===== config.mk =====
export PLATFORM = sky130hd
export DESIGN_NAME = pipe_stage_reg
export DESIGN_NICKNAME = d
export VERILOG_FILES = /design/src/rtl/pipe_stage_reg.sv
export SDC_FILE = /design/constraint.sdc
export NUM_CORES = 1
export LEC_CHECK = 0
export BUFFER_PORTS_ARGS = -buffer_cell sky130_fd_sc_hd__buf_2
export CAP_MARGIN = 10
export CORE_AREA = 2 2 193 195
export CTS_CLUSTER_DIAMETER = 50
export DETAILED_ROUTE_END_ITERATION = 8
export DIE_AREA = 0 0 195 197
export GPL_ROUTABILITY_DRIVEN = 1
export SLEW_MARGIN = 30
export SYNTH_ARGS = -nofsm -noshare
export SYNTH_HDL_FRONTEND = slang
export SYNTH_SLANG_ARGS = --single-unit
export TNS_END_PERCENT = 1

===== constraint.sdc =====
create_clock -name clk -period 2.2 [get_ports clk]
set_clock_uncertainty 0.05 [all_clocks]
set_input_delay 0.55 -clock clk [delete_from_list [all_inputs] [get_ports clk]]
set_output_delay 0.55 -clock clk [all_outputs]
set_load 0.01 [all_outputs]

===== src/rtl/pipe_stage_reg.sv =====
// Generic inter-stage pipeline register: advances, holds, bubbles or kills a payload
// under the shared stall vector, and returns a multi-cycle side channel to the upstream stage.
module pipe_stage_reg #(
   parameter int unsigned       DATA_W    = 128,
   parameter int unsigned       SIDE_W    = 66,
   parameter int unsigned       DBG_W     = 32,
   parameter int unsigned       STALL_W   = 6,
   parameter int unsigned       STAGE     = 3,
   parameter logic [DATA_W-1:0] NOP_VALUE = {DATA_W{1'b0}},
   parameter int unsigned       CNT_W     = 16
) (
   input  logic               clk,
   input  logic               rst,
   input  logic [STALL_W-1:0] stall,
   input  logic               flush,
   input  logic               in_valid,
   input  logic [DATA_W-1:0]  in_payload,
   input  logic [SIDE_W-1:0]  in_side,
   input  logic [DBG_W-1:0]   in_dbg,
   output logic               out_valid,
   output logic [DATA_W-1:0]  out_payload,
   output logic [SIDE_W-1:0]  out_side,
   output logic [DBG_W-1:0]   out_dbg,
   output logic [CNT_W-1:0]   hold_cnt,
   output logic [CNT_W-1:0]   bubble_cnt,
   output logic               stall_err
);

   logic              up_stall;
   logic              dn_stall;

   logic              valid_d,   valid_q;
   logic [DATA_W-1:0] payload_d, payload_q;
   logic [SIDE_W-1:0] side_d,    side_q;
   logic [DBG_W-1:0]  dbg_d,     dbg_q;
   logic [CNT_W-1:0]  hold_d,    hold_q;
   logic [CNT_W-1:0]  bubble_d,  bubble_q;
   logic              err_d,     err_q;

   assign up_stall = stall[STAGE];
   assign dn_stall = stall[STAGE+1];

   function automatic logic [CNT_W-1:0] sat_inc(input logic [CNT_W-1:0] v);
      return (&v) ? v : v + CNT_W'(1);
   endfunction

   always_comb begin
      valid_d   = valid_q;
      payload_d = payload_q;
      side_d    = side_q;
      dbg_d     = dbg_q;
      hold_d    = hold_q;
      bubble_d  = bubble_q;
      err_d     = err_q;
      if (rst) begin
         valid_d   = 1'b0;
         payload_d = NOP_VALUE;
         side_d    = '0;
         dbg_d     = '0;
         hold_d    = '0;
         bubble_d  = '0;
         err_d     = 1'b0;
      end else if (flush) begin
         valid_d   = 1'b0;
         payload_d = NOP_VALUE;
         side_d    = '0;
         dbg_d     = '0;
      end else if (up_stall && !dn_stall) begin
         // downstream keeps running, so it gets a NOP while upstream iterates
         valid_d   = 1'b0;
         payload_d = NOP_VALUE;
         side_d    = in_side;
         dbg_d     = in_dbg;
         bubble_d  = sat_inc(bubble_q);
      end else if (!up_stall) begin
         valid_d   = in_valid;
         payload_d = in_payload;
         side_d    = '0;
         dbg_d     = in_dbg;
         if (dn_stall) begin
            err_d = 1'b1;
         end
      end else begin
         side_d = in_side;
         hold_d = sat_inc(hold_q);
      end
   end

   always_ff @(posedge clk) begin
      valid_q   <= valid_d;
      payload_q <= payload_d;
      side_q    <= side_d;
      dbg_q     <= dbg_d;
      hold_q    <= hold_d;
      bubble_q  <= bubble_d;
      err_q     <= err_d;
   end

   assign out_valid   = valid_q;
   assign out_payload = payload_q;
   assign out_side    = side_q;
   assign out_dbg     = dbg_q;
   assign hold_cnt    = hold_q;
   assign bubble_cnt  = bubble_q;
   assign stall_err   = err_q;

endmodule


# Word level (Yosys, flattened, before mapping)
# Cells that the tools add are included.
[word_totals]
regBits = 260
in_bits = 236
out_inout_bits = 260
elab_cells = 28
[classes]
add_sub_neg = 2
n_eq_ne = 1
muxes = 4
n_bitwise = 5
n_reduce_logical = 9
[op_table]
columns = ["cell", "count"]
rows = [
  ["66-bit two-way mux", 2],
  ["32-bit two-way mux", 2],
  ["16-bit by 1-bit adder with 16-bit output, second input constant", 2],
  ["16-bit AND reduction", 2],
  ["4-bit AND reduction", 2],
  ["1-bit NOT", 5],
  ["3-bit AND reduction", 1],
  ["3-bit OR reduction", 1],
  ["2-bit by 1-bit inequality test with 1-bit output, second input constant", 1],
  ["2-bit OR reduction", 1],
  ["1-bit logical AND", 1],
  ["1-bit logical NOT", 1],
]

# Logic depth before layout (Yosys ltp)
[depth]
depth_word = 4
depth_mapped = 6
ltp_nobuf = 5

# Worst setup path after synthesis
# No wires, ideal clock.
[synth_timing]
kind = "in2reg"
from = "input stall[3]"
to = "register bubble_q[9], in the netlist bubble_cnt[9]"
setup_ps = 70
arrival_ps = 2194
required_ps = 2080
path_slack_ps = -115
path_stages = 6
n_path_buf = 2
cell_sequence = "buf_4 or3b_1 or4_1 clkbuf_1 or4_1 a21oi_1"
[synth_via]
elab_chain_cells = 2
[synth_lines]
columns = ["item", "line", "text"]
rows = [
  ["from (decl)", "14", "input logic [STALL_W-1:0] stall,"],
  ["1-bit logical AND", "68", "end else if (up_stall && !dn_stall) begin"],
  ["3-bit AND reduction (no line)", "--", ""],
  ["to (signal assigned)", "95", "bubble_q <= bubble_d;"],
  ["to (decl)", "37", "logic [CNT_W-1:0] bubble_d, bubble_q;"],
]
# Every way passes these cells.
# A chain may end at the register's enable or synchronous reset.

# Final worst setup path
[layout_timing]
from = "register hold_q[0], in the netlist hold_cnt[0]"
to = "register hold_q[14], in the netlist hold_cnt[14]"
[layout_via]
elab_chain_cells = 3
word_cells_on_any_way = 4
cone_classes = "1 x add/sub; 1 x bitwise; 2 x reduce/logical"
[layout_lines]
columns = ["item", "line", "text"]
rows = [
  ["from (decl)", "36", "logic [CNT_W-1:0] hold_d, hold_q;"],
  ["from (signal assigned)", "94", "hold_q <= hold_d;"],
  ["branches (longest 3 deep; another with 16-bit by 1-bit adder with 16-bit output)", "--", ""],
]
# Parallel ways; which one is timed is not known.

==> reports/results.tsv <==
metric	value	unit
placement-stage worst setup slack	-0.287	ns
portion of synthesized cell area occupied by the leading cell type	57.4	%
post-detailed-routing wire length	29.8	mm
depth of the worst register-to-register path	6	
startpoint of the lowest-slack register-to-register path	hold_cnt[0]	
largest net degree at the start of global routing	112	
delay-heaviest family, CP	simple AND/OR/NAND/NOR gates	
Worst-Skew Late Latency	0.52	ns
CTS buffer count	35	
worst stage delay on the critical path	0.48	ns
syn_nets	1148	
RR Endpoint	hold_cnt[14]	
mean area per synthesized cell	9.96	um^2
power density normalized to cell area	842	nW/um^2
Critical path buffers and inverters	1	
remaining antenna violation count after routing	0	
Slew HR	58.9	%
overall fraction of global-route tracks in use	14.6	%
transition time of the tightest slew-check pin	0.616	ns
Final Net Count	1650	
vias in the first global route	7958	
kind of start point of the critical path	register	
final instance area	13400	um^2
cell area after technology mapping	9060	um^2
register area share after synthesis	57.4	%
commonest cells after routing, fill and taps aside	buf_2, dfxtp_1, nor2_1	
critical-path cell with the highest stage delay	or4_1	
cell at the root of the clock tree	clkbuf_16	
via count of the routed design	8382	
leakage power	6.88	nW
synth unique cells	33	
post-CTS setup-driven buffer insertion count	0	
Yosys Warn Count	0	
Hold Startpoint	in_payload[22]	
post-layout worst setup margin	0.170	ns
endpoint class of the critical path	register	
Initial Utilization	25.0	%
Final Critical Period	2.03	ns
Row Count	70	
HPWL reported at the end of detailed placement	22.2	mm
run status	completed	
Reg clk slew, reported paths	0.06	ns
Initial DRC Count	219	
unrepaired setup endpoints after global routing	no	
number of synthesized register bits	260	
end of the worst hold path	out_payload[22]	
area of the die	38400	um^2
part of the total power dissipated in sequential elements	43.2	%
DIE WIDTH	195	um
hold path cells	3	
largest area contributor in the synthesized netlist	dfxtp_1	
Area contributors post-synth	dfxtp_1, mux2i_1, nor2_1	
ports placed on the boundary	496	
DRC Markers	0	
final core occ	37.0	%
Critical Path RT	2.60	ns
Area after DPL	12300	um^2
maximum level of the CTS H-tree	2	
Max Transition Viols Final	0	
fraction of layout instances using a drive strength above 1	41.4	%
worst supply voltage drop on vdd	450	uV
share of the clock period used by the worst path	92.3	%
post-detailed-route via-to-cell ratio	4.41	
Clock Tree Buf Depth	3	
clock tree from TritonCTS	built	
1st-pass router iterations	5	
Switching Power	0.00262	W
CP max FO	4	
post-cts sizing count	0	
fraction of power spent switching nets	23.1	%
TritonCTS sink count	260	
final setup vio count	0	
cells traversed along the worst timing path	ha_1 > nand3_1 > or3_1 > buf_4 > or4_1 > a21oi_1	
global route total overflow	0	
core region area	36300	um^2
Register-to-Register Setup Slack	0.17	ns
global-route wire length before repair	44.1	mm
clock network power share	49.0	%
internal power	0.00869	W
origin of the worst setup path	hold_cnt[0]	
synthesized netlist cell count	910	
Final Hold Violating Endpoints	0	
initial antenna violation count	10	
achievable clock frequency	493	MHz
most frequent standard cell in the layout excluding fill and tap cells	buf_2	
final weighted congestion of routability-driven global placement	0.791	
number of maximum-capacitance violations	0	
data arrival time of the critical path	2.43	ns
Vert. Die Dim	197	um
number of hold buffers added after CTS	0	
logic gate share of total power	7.8	%
Routed WL per cell	15.7	um
critical path class	register to register	
worst min-delay path category	input pin to register	
Port-buffer cells	491	
area growth from synthesis to layout	48.2	%
layer usage:
| layer | GRT usage, % | vias to the layer above | part of all wire [%] |
|---|---|---|---|
| met5 | 0 | - | 0.37 |
| met4 | 6.11 | 16 | 2.8 |
| met3 | 6.11 | 70 | 9.6 |
| met2 | 24.6 | 344 | 48 |
| met1 | 16.3 | 3806 | 39 |
| li1 | - | 4146 | - |
synthesized netlist by cell type:
| master | n |
|---|---|
| ha_1 | 2 |
| clkbuf_1 | 64 |
| nor2_1 | 140 |
| a211oi_1 | 1 |
| a21oi_1 | 54 |
| and4_1 | 3 |
| o21ai_0 | 6 |
| nand3_1 | 11 |
| o41ai_1 | 5 |
| nand3b_1 | 1 |
| and3_1 | 67 |
| nor2b_1 | 6 |
| nor4_1 | 8 |
| or3b_2 | 1 |
| dfxtp_1 | 260 |
| inv_1 | 7 |
| nor4b_1 | 2 |
| mux2_2 | 6 |
| or3b_1 | 1 |
| nand4_1 | 8 |
| or4b_1 | 3 |
| o311ai_0 | 1 |
| or2_2 | 2 |
| nand2_1 | 78 |
| o31ai_1 | 11 |
| a31oi_1 | 3 |
| buf_4 | 1 |
| or4_1 | 13 |
| o31a_1 | 1 |
| nor3_1 | 6 |
| or3_1 | 7 |
| mux2i_1 | 130 |
| and2_1 | 1 |
power by group through the flow:
stage | logic, W | clock network (W) | registers [W]
after floorplan | 0.000356 | 0 | 0.00505
after global placement | 0.000880 | 0 | 0.00499
after detailed placement | 0.000894 | 0 | 0.00499
after CTS | 0.000896 | 0.00571 | 0.00489
after global routing | 0.000963 | 0.00590 | 0.00490
final | 0.000881 | 0.00554 | 0.00489
state kept, by name, indices dropped and copies added, names as in the netlist:
signal       count
out_payload    128
out_side        66
out_dbg         32
bubble_cnt      16
hold_cnt        16
out_valid        1
stall_err        1
stage by stage:
step | hold slack, ns | cells | setup TNS, ns | power (W)
2_1_floorplan | 0.426 | 910 | -0.167 | 0.00541
3_3_place_gp | 0.386 | 1843 | -5.21 | 0.00586
3_5_place_dp | 0.391 | 1843 | -7.24 | 0.00588
4_1_cts | 0.164 | 1899 | 0 | 0.0115
5_1_grt | 0.179 | 1899 | 0 | 0.0118
6_report | 0.205 | 1900 | 0 | 0.0113
worst reg2reg max path, stage by stage, from the launching register on:
cell,delay (ns)
dfxtp_1,0.33
ha_1,0.18
nand3_1,0.11
or3_1,0.46
buf_4,0.17
or4_1,0.49
a21oi_1,0.17
worst max path at each step:
stage	slack, ns	depth (start not counted)	endpoint
finish	0.17	6	hold_cnt[14]
global route	0.10	6	hold_cnt[14]
CTS	0.21	6	hold_cnt[14]
detailed placement	-0.29	6	bubble_cnt[10]
global placement	-0.27	6	bubble_cnt[10]
floorplan	-0.06	6	bubble_cnt[9]
cell type report:
type                    instances  area [um^2]
multi-input cells             578         3600
flip-flops and latches        260         5200
repair buffers                530         2890
clock buffers                  46         1000
clock inverters                10          124
well taps                     468          586
fillers                      3716        22800
diodes                          1         2.50
inverters                       7         26.3
kinds of logic (layout without fill, tap and decap cells):
family	Yosys count	in the layout	synth area share, %
AOI/OAI and AO/OA	82	82	5.19
adders and majority gates	2	2	0.276
buffers and inverters	72	593	3.02
DFF	260	260	57.4
muxes	136	136	15.1
other	0	1	0
and+or+nand+nor	358	358	19.0
Note: power is estimated with default switching activity, not from simulation.
